$ cat src/rtl/serial_add_ctrl_pkg.sv
// Shared definitions for the bit-serial adder controller: FSM state encoding and helpers.
// Latency: n/a (constants and pure functions only).
// Backpressure: n/a.
package serial_add_ctrl_pkg;

  // FSM state encoding, kept as plain 2-bit constants so legacy consumers can match on raw values
  typedef logic [1:0] state_t;

  localparam state_t ST_IDLE = 2'd0;
  localparam state_t ST_RUN  = 2'd1;
  localparam state_t ST_DONE = 2'd2;

  // Supported operand width range
  localparam int WIDTH_MIN = 1;
  localparam int WIDTH_MAX = 32;

  // Width of the bit counter for a given operand width; it only has to reach WIDTH
  function automatic int cnt_width(input int width);
    return $clog2(width + 1);
  endfunction

endpackage

$ cat src/rtl/serial_add_ctrl_if.sv
// Request/response bundle between a sequencer and the bit-serial adder controller.
// Latency: n/a (wires only).
// Backpressure: requests are only taken while the controller is idle; start is not queued.
interface serial_add_ctrl_if #(
  parameter int WIDTH = 8
);

  logic             start;
  logic [WIDTH-1:0] a;
  logic [WIDTH-1:0] b;
  logic             cin;
  logic             busy;
  logic             done;
  logic [WIDTH-1:0] sum;
  logic             cout;

  // Sequencer side: issues operands, watches status and result
  modport master (
    output start, a, b, cin,
    input  busy, done, sum, cout
  );

  // Controller side: takes operands, reports status and result
  modport slave (
    input  start, a, b, cin,
    output busy, done, sum, cout
  );

endinterface

$ cat src/rtl/serial_add_ctrl_full_adder.sv
// Single-bit full adder cell; the only arithmetic in the serial adder datapath.
// Latency: purely combinational, zero cycles.
// Backpressure: none.
module full_adder (
  input  logic a,
  input  logic b,
  input  logic c,
  output logic sum,
  output logic carry
);

  logic half;

  // Propagate term shared by sum and carry
  assign half  = a ^ b;
  assign sum   = half ^ c;
  assign carry = (a & b) | (c & half);

endmodule

$ cat src/rtl/serial_add_ctrl.sv
// Bit-serial adder controller: runs one full_adder over WIDTH bit pairs, LSB first, carry held in a flop.
// Latency: result and done appear WIDTH cycles after the accepting edge; one addition per WIDTH+2 cycles.
// Backpressure: start is sampled only in IDLE; requests in RUN/DONE are dropped, not queued.
module serial_add_ctrl
  import serial_add_ctrl_pkg::*;
#(
  parameter int WIDTH = 8  // legal range WIDTH_MIN..WIDTH_MAX
) (
  input  logic             clk,
  input  logic             rst_n,
  serial_add_ctrl_if.slave bus
);

  localparam int            CW       = cnt_width(WIDTH);
  localparam logic [CW-1:0] CNT_LAST = CW'(WIDTH - 1);
  localparam logic [CW-1:0] CNT_ONE  = CW'(1);

  state_t           state;
  logic [WIDTH-1:0] a_sh;
  logic [WIDTH-1:0] b_sh;
  logic [WIDTH-1:0] sum_sh;
  logic [WIDTH-1:0] sum_nxt;
  logic [WIDTH-1:0] sum_q;
  logic             carry;
  logic             cout_q;
  logic [CW-1:0]    cnt;
  logic             fa_sum;
  logic             fa_carry;

  // One adder evaluation per RUN cycle on the current low bits and the held carry
  full_adder u_full_adder (
    .a     (a_sh[0]),
    .b     (b_sh[0]),
    .c     (carry),
    .sum   (fa_sum),
    .carry (fa_carry)
  );

  // New sum bit enters at the MSB so that after WIDTH shifts bit 0 lands at sum[0]
  always_comb begin
    sum_nxt          = sum_sh >> 1;
    sum_nxt[WIDTH-1] = fa_sum;
  end

  // Controller state, operand shifters, carry flop, bit counter and result registers
  always_ff @(posedge clk or negedge rst_n) begin
    if (!rst_n) begin
      state  <= ST_IDLE;
      a_sh   <= '0;
      b_sh   <= '0;
      sum_sh <= '0;
      carry  <= 1'b0;
      cnt    <= '0;
      sum_q  <= '0;
      cout_q <= 1'b0;
    end else begin
      case (state)
        ST_IDLE: begin
          if (bus.start) begin
            a_sh   <= bus.a;
            b_sh   <= bus.b;
            carry  <= bus.cin;
            sum_sh <= '0;
            cnt    <= '0;
            state  <= ST_RUN;
          end
        end
        ST_RUN: begin
          a_sh   <= a_sh >> 1;
          b_sh   <= b_sh >> 1;
          sum_sh <= sum_nxt;
          carry  <= fa_carry;
          cnt    <= cnt + CNT_ONE;
          // Last bit: publish the result on this same edge, including this cycle's sum bit
          if (cnt == CNT_LAST) begin
            sum_q  <= sum_nxt;
            cout_q <= fa_carry;
            state  <= ST_DONE;
          end
        end
        ST_DONE: begin
          state <= ST_IDLE;
        end
        default: begin
          state <= ST_IDLE;
        end
      endcase
    end
  end

  // Status decodes straight from the state register; no input-to-output path
  assign bus.busy = (state == ST_RUN);
  assign bus.done = (state == ST_DONE);
  assign bus.sum  = sum_q;
  assign bus.cout = cout_q;

endmodule
$ cat src/flat_wrapper.sv
// flat-port wrapper written by rule: the top's interface ports become plain ports
module serial_add_ctrl_flat import serial_add_ctrl_pkg::*;
#(
  parameter int WIDTH = 8                                     
)
  (clk, rst_n, bus_start, bus_a, bus_b, bus_cin, bus_busy, bus_done, bus_sum, bus_cout);
  serial_add_ctrl_if #(.WIDTH(WIDTH)) bus_i ();
  input  logic clk;
  input  logic rst_n;
  input wire logic [$bits(bus_i.start)-1:0] bus_start;
  input wire logic [$bits(bus_i.a)-1:0] bus_a;
  input wire logic [$bits(bus_i.b)-1:0] bus_b;
  input wire logic [$bits(bus_i.cin)-1:0] bus_cin;
  output wire logic [$bits(bus_i.busy)-1:0] bus_busy;
  output wire logic [$bits(bus_i.done)-1:0] bus_done;
  output wire logic [$bits(bus_i.sum)-1:0] bus_sum;
  output wire logic [$bits(bus_i.cout)-1:0] bus_cout;
  assign bus_i.start = bus_start;
  assign bus_i.a = bus_a;
  assign bus_i.b = bus_b;
  assign bus_i.cin = bus_cin;
  assign bus_busy = bus_i.busy;
  assign bus_done = bus_i.done;
  assign bus_sum = bus_i.sum;
  assign bus_cout = bus_i.cout;
  serial_add_ctrl #(.WIDTH(WIDTH)) u_core (.clk(clk), .rst_n(rst_n), .bus(bus_i));
endmodule
$ cat config.mk
export PLATFORM = sky130hd
export DESIGN_NAME = serial_add_ctrl_flat
export DESIGN_NICKNAME = d
export VERILOG_FILES = /design/src/rtl/serial_add_ctrl_pkg.sv /design/src/rtl/serial_add_ctrl_if.sv /design/src/rtl/serial_add_ctrl_full_adder.sv /design/src/rtl/serial_add_ctrl.sv /design/src/flat_wrapper.sv
export SDC_FILE = /design/constraint.sdc
export NUM_CORES = 1
export LEC_CHECK = 0
export BUFFER_PORTS_ARGS = -buffer_cell sky130_fd_sc_hd__clkbuf_2
export CAP_MARGIN = 10
export CORE_MARGIN = 8
export CORE_UTILIZATION = 38
export CTS_CLUSTER_SIZE = 20
export DETAILED_ROUTE_END_ITERATION = 7
export SKIP_CTS_REPAIR_TIMING = 1
export SLEW_MARGIN = 0
export SYNTH_ARGS = -nofsm -noshare
export SYNTH_HDL_FRONTEND = slang
export SYNTH_SLANG_ARGS = --single-unit
$ cat constraint.sdc
create_clock -name clk -period 2.3 [get_ports clk]
set_input_delay 0.115 -clock clk [delete_from_list [all_inputs] [get_ports clk]]
set_output_delay 0.115 -clock clk [all_outputs]
set_load 0.02 [all_outputs]
* Yosys cells after proc, flatten, opt, wreduce, memory -nomap -nowiden
Cells that the tools add are included.
** Storage, ports and cells
- Memories kept :: 0
- Bits in registers :: 40
- Memory bits (read-only) :: 0
- Latch bits :: 0
- Bits in writable memories :: 0
- Bits of input ports :: 20
** Operators by class
- Muxes and demuxes :: 13
- Reduce and logical (&&, ||, !) cells :: 5
- $mul :: 0
- Magnitude comparators :: 0
- Equality and inequality tests :: 5
- Shift operators :: 0
- Bitwise operators :: 5
- Div/mod/pow operators :: 0
- $add $sub $neg :: 1
** Operators by type and width (number)
- 8-bit case mux with 2 select lines :: 3
- 8-bit two-way mux :: 3
- 4-bit case mux with 2 select lines :: 1
- 2-bit AND reduction :: 3
- 4-bit by 1-bit adder with 4-bit output (second input constant) :: 1
- 4-bit by 3-bit equality test with 1-bit output (second input constant) :: 1
- 2-bit two-way mux :: 2
- 4-bit two-way mux :: 1
- 2-bit case mux with 2 select lines :: 1
- 1-bit AND :: 2
- 2-bit by 1-bit equality test with 1-bit output (second input constant) :: 1
- 2-bit equality test (second input constant) :: 1
- 2-bit logical NOT :: 1
- 2-bit by 1-bit inequality test with 1-bit output (second input constant) :: 1
- 2-bit inequality test (second input constant) :: 1
- 1-bit case mux with 2 select lines :: 1
- 2-bit nonzero test :: 1
- 1-bit XOR :: 2
- 1-bit two-way mux :: 1
- 1-bit OR :: 1

* Longest topological paths before layout
- Depth after elaboration :: 4
- Mapped depth :: 5

* Cells and area by module
A second synthesis with hierarchy kept.
** Second synthesis, totals
- Cell total of the unflattened synthesis :: 134
- Area, all modules :: 1657.8 µm²
** By module, submodules not included
- serial_add_ctrl :: cells an instance 133, area each 1637.8 µm², instances 1
- full_adder :: cells an instance 1, area each 20.0 µm², instances 1

* Worst setup path after synthesis
OpenSTA, ideal clock, no wires.
- Path kind :: register -> register
- Start point :: register u_core.cnt[0]
- End point :: register u_core.cout_q, in the netlist u_core.bus.cout
- Period minus slack after synthesis :: 1432 ps
- Buffers on the path :: 0
- Cell stages (with the launch flop) :: 5
- Setup slack :: 868 ps
- Data arrival time :: 1307 ps
- Cells stage by stage :: dfrtp_1 ha_1 nand2_1 nor3_4 mux2_2
** Between the ends
- Cells in the longest elaborated chain, start to end :: 2
** Ends and longest elaborated chain
- from (decl) :: line serial_add_ctrl.sv:26 : logic [CW-1:0] cnt;
- from (signal assigned) :: line serial_add_ctrl.sv:73 : cnt <= cnt + CNT_ONE;
- 4-bit by 3-bit equality test with 1-bit output :: line serial_add_ctrl.sv:75 : if (cnt == CNT_LAST) begin
- 2-bit AND reduction (no line)
- to (signal assigned) :: line serial_add_ctrl.sv:77 : cout_q <= fa_carry;
- to (decl) :: line serial_add_ctrl.sv:25 : logic cout_q;
No other way between the ends.
A chain may end at the register's enable or synchronous reset.

* Worst setup path after layout
- Start point :: register u_core.state[0]
- End point :: output bus_busy
** Between the ends
- Cells in the longest elaborated chain, start to end :: 1
** Ends and longest elaborated chain
- from (decl) :: line serial_add_ctrl.sv:18 : state_t state;
- from (signal assigned) :: line serial_add_ctrl.sv:48 : state <= ST_IDLE;
- from (signal assigned) :: line serial_add_ctrl.sv:65 : state <= ST_RUN;
- from (signal assigned) :: line serial_add_ctrl.sv:78 : state <= ST_DONE;
- 2-bit by 1-bit equality test with 1-bit output :: line serial_add_ctrl.sv:92 : assign bus.busy = (state == ST_RUN);
- to (decl) :: line flat_wrapper.sv:14 : output wire logic [$bits(bus_i.busy)-1:0] bus_busy;
No other way between the ends.

==> key figures <==
Status
  – Result of the run: finished with violations
  – Violations in the final reports: negative hold slack

Logic synthesis
  – Syn_nets: 168
  – Top post-synthesis cells by area: sky130_fd_sc_hd__dfrtp_1 (58%), sky130_fd_sc_hd__a22oi_1 (7.1%), sky130_fd_sc_hd__mux2_2 (6.0%)
  – Sequential-to-total area share from yosys stat: 0.578
  – Netlist cell types: 23
  – Proportion of netlist area held by the largest area contributor: 0.578
  – Number of synthesis warnings: 0
  – Multiplexer share of the synthesized area: 0.0660
  – Post-synthesis area per instance: 11.6 um2
  – Simple-gate share of the synthesized area: 0.0964
  – Synthesized-area fraction occupied by ao, oa, aoi and oai cells: 0.216
  – Adder-cell share of the synthesized area: 0.0193
  – Synthesized flop and latch total: 39
  – Most used flip-flop cell after synthesis: sky130_fd_sc_hd__dfrtp_1
  – Cells after Synth: 146
  – Asr flop ratio synth: 1.00
  – Most used standard cells in the synthesized netlist: sky130_fd_sc_hd__dfrtp_1 (39), sky130_fd_sc_hd__o21ai_0 (18), sky130_fd_sc_hd__a22oi_1 (16)
  – Largest area contributor in the synthesized netlist: sky130_fd_sc_hd__dfrtp_1
  – Most instantiated library cell after synthesis: sky130_fd_sc_hd__dfrtp_1
  – Post-Syn Area: 1690 um2
  – Area share of xor/xnor cells in the synthesized design: 0
  – Count of flip-flops with a built-in enable after synthesis: 0
  – Largest family of logic cells by synthesized area: compound AO/OA/AOI/OAI gates

Setup path
  – R2R setup slack: 0.68 ns
  – Reg2reg start: u_core.cnt[0]
  – Cell Chain, Critical Path: nand2b_2 -> clkinv_1 -> clkbuf_2
  – Slowest CP cell: sky130_fd_sc_hd__clkinv_1
  – Setup crit end kind: output port
  – CP peak stage delay: 0.46 ns
  – Worst path top cell family by delay: buffers and inverters
  – Signal arrival time at the worst endpoint: 1.59 ns
  – Max Fanout on Critical Path: 18
  – Worst path bufs/invs: 2
  – Data required, critical path: 2.18 ns
  – Start-to-end type of the worst setup path: reg2out
  – Critical path startpoint: u_core.state[0]
  – Worst reg2reg path depth: 4
  – FF-to-FF End: u_core.bus.cout
  – Type of origin of the critical path: flip-flop

Min path
  – Min-delay worst type: in2async

Clock tree
  – Total CTS buffers: 5
  – Clock-pin slew on the worst setup and hold paths: 0.08 ns
  – Sink Count: 39
  – Clock tree from TritonCTS: yes
  – H-Tree Depth: 2
  – Skew-Pair Late Insertion Delay: 0.29 ns
  – Clk root buf: sky130_fd_sc_hd__clkbuf_8
  – Maximum buffer depth of the clock tree: 2

Global route
  – Number of global-route vias before repair: 1,252
  – Largest net degree at the start of global routing: 40
  – Initial antenna violation count: 0
  – First-pass GRT wire length: 6120 um
  – Total grt overflow: 0
  – Total GRT Usage: 0.116

Place
  – Gp weighted congestion: 0.810
  – Dpl cells: 223
  – Port-buffer cells: 30
  – HPWL reported at the end of detailed placement: 2480 um

Cells and area
  – Count of placed standard cells in the final layout, fillers left out: 231
  – Filler Cell Count: 408
  – Multi-input gate area in the final layout: 671 um2
  – Share of the core filled with cells: 0.464
  – Number of nets in the layout: 200
  – Layout Area Growth over Synthesis: 18.8%
  – Area used by sequential logic in the layout: 976 um2
  – Final antenna diode count: 0
  – Fraction of layout instances using a drive strength above 1: 0.296

Timing
  – Hold Vio Cnt, Final: 39
  – Aggregate negative setup slack: 0 ns
  – Slew Limit Fails: 0
  – Worst hold-check slack: -0.0280 ns
  – Slew of the pin with the lowest slew margin: 0.967 ns
  – Upper clock frequency limit: 0.587 GHz
  – Portion of the clock cycle consumed by the worst path in the final layout: 0.740
  – Post-route clock skew: 0.00854 ns
  – Final setup viols: 0
  – Slew headroom: 0.355
  – Shortest clock period the worst path allows after layout: 1.70 ns
  – Setup repair after global routing missed its margin: no

Route
  – Number of antenna-violating nets in the routed design: 0
  – TritonRoute pass-1 iters: 4
  – Final routed DRC violation total: 0
  – DR vias: 1,262
  – WL/cell: 15.8 um
  – First-iteration detailed-routing DRC count: 122
  – Final wirelength: 3650 um
  – Detail-routed via count per cell: 5.46

Power
  – Power density over the cells: 1380 nW/um2
  – IR Drop Worst-Case VDD: 0.650 mV
  – Leak Pwr: 0.929 nW

Floorplanning
  – Die Ht: 82.6 um
  – Horizontal die dimension: 82.6 um
  – Die Footprint: 6830 um2
  – Initial Util: 0.390
  – Total core area: 4320 um2
  – Standard-cell rows: 24
  – Top Ports: 31

Job
  – Maxcap violations: 0
==> worst register-to-register path, stage by stage, from the launching register on <==
cell and delay, ns:
sky130_fd_sc_hd__dfrtp_1 0.40, sky130_fd_sc_hd__ha_1 0.21, sky130_fd_sc_hd__nand2_1 0.11, sky130_fd_sc_hd__nor3_4 0.39
sky130_fd_sc_hd__mux2_2 0.39
==> registers in the layout, indices dropped and copies added (netlist names) <==
name / cells
u_core.a_sh: 8
u_core.b_sh: 8
u_core.bus.sum: 8
u_core.sum_sh: 7
u_core.cnt: 4
u_core.state: 2
u_core.bus.cout: 1
u_core.carry: 1
==> report_power, final <==
group / leakage [nW] / switching (mW) / internal (mW)
Clock: 0.0581 / 0.239 / 0.323
Combinational: 0.362 / 0.586 / 0.438
Sequential: 0.509 / 0.205 / 0.974
==> cell usage in the layout (no fill, tap or decap), types with 2 or more instances in the layout <==
cell type	Yosys	layout
sky130_fd_sc_hd__nand2_1	10	10
sky130_fd_sc_hd__nor2_1	2	2
sky130_fd_sc_hd__nor2b_1	13	13
sky130_fd_sc_hd__mux2_2	9	9
sky130_fd_sc_hd__buf_4	0	3
sky130_fd_sc_hd__clkbuf_8	0	5
sky130_fd_sc_hd__a22o_1	8	8
sky130_fd_sc_hd__a22oi_1	16	16
sky130_fd_sc_hd__clkbuf_2	0	30
sky130_fd_sc_hd__dfrtp_1	39	39
sky130_fd_sc_hd__o21ai_0	18	18
sky130_fd_sc_hd__a21oi_1	11	11
==> routing by layer <==
metal / routed length, um / vias to the layer above / part of all wire / GRT usage
li1: - / 594 / - / -
met1: 1720 / 643 / 0.47 / 0.157
met2: 1740 / 23 / 0.48 / 0.166
met3: 164 / 2 / 0.045 / 0.0357
met4: 21 / 0 / 0.0058 / 0.0500
met5: 0 / - / 0 / 0
==> metrics by stage <==
stage / worst slack (ns) / power (mW) / area, um2
2_1_floorplan: 0.868 / 1.90 / 1690
3_3_place_gp: 0.726 / 2.19 / 1890
3_5_place_dp: 0.661 / 2.22 / 1890
4_1_cts: 0.591 / 2.80 / 2000
5_1_grt: 0.483 / 2.98 / 2000
6_report: 0.598 / 2.77 / 2000
==> area by class of cell <==
class,count,area share
sequential,39,0.487
multi-input combinational,97,0.335
timing repair buffer,33,0.0861
clock buffer,5,0.0343
tap,52,0.0325
clock inverter,3,0.0218
inverter,2,0.00375
==> kinds of logic (layout without fill, tap and decap cells) <==
family                     count (synthesis)  after routing
AOI/OAI and AO/OA                         56             56
buffers and inverters                     10             43
and+or+nand+nor                           29             29
adders and majority gates                  2              2
DFF                                       39             39
muxes                                     10             10
==> worst max path at each step <==
stage,end,slack (ns),cells past startpoint
finish,bus_busy,0.60,3
global route,bus_busy,0.48,3
CTS,bus_busy,0.59,3
detailed placement,u_core.bus.cout,0.66,4
global placement,u_core.bus.cout,0.73,4
floorplan,u_core.bus.cout,0.87,4
No activity file was read; power rests on OpenSTA's default activity.
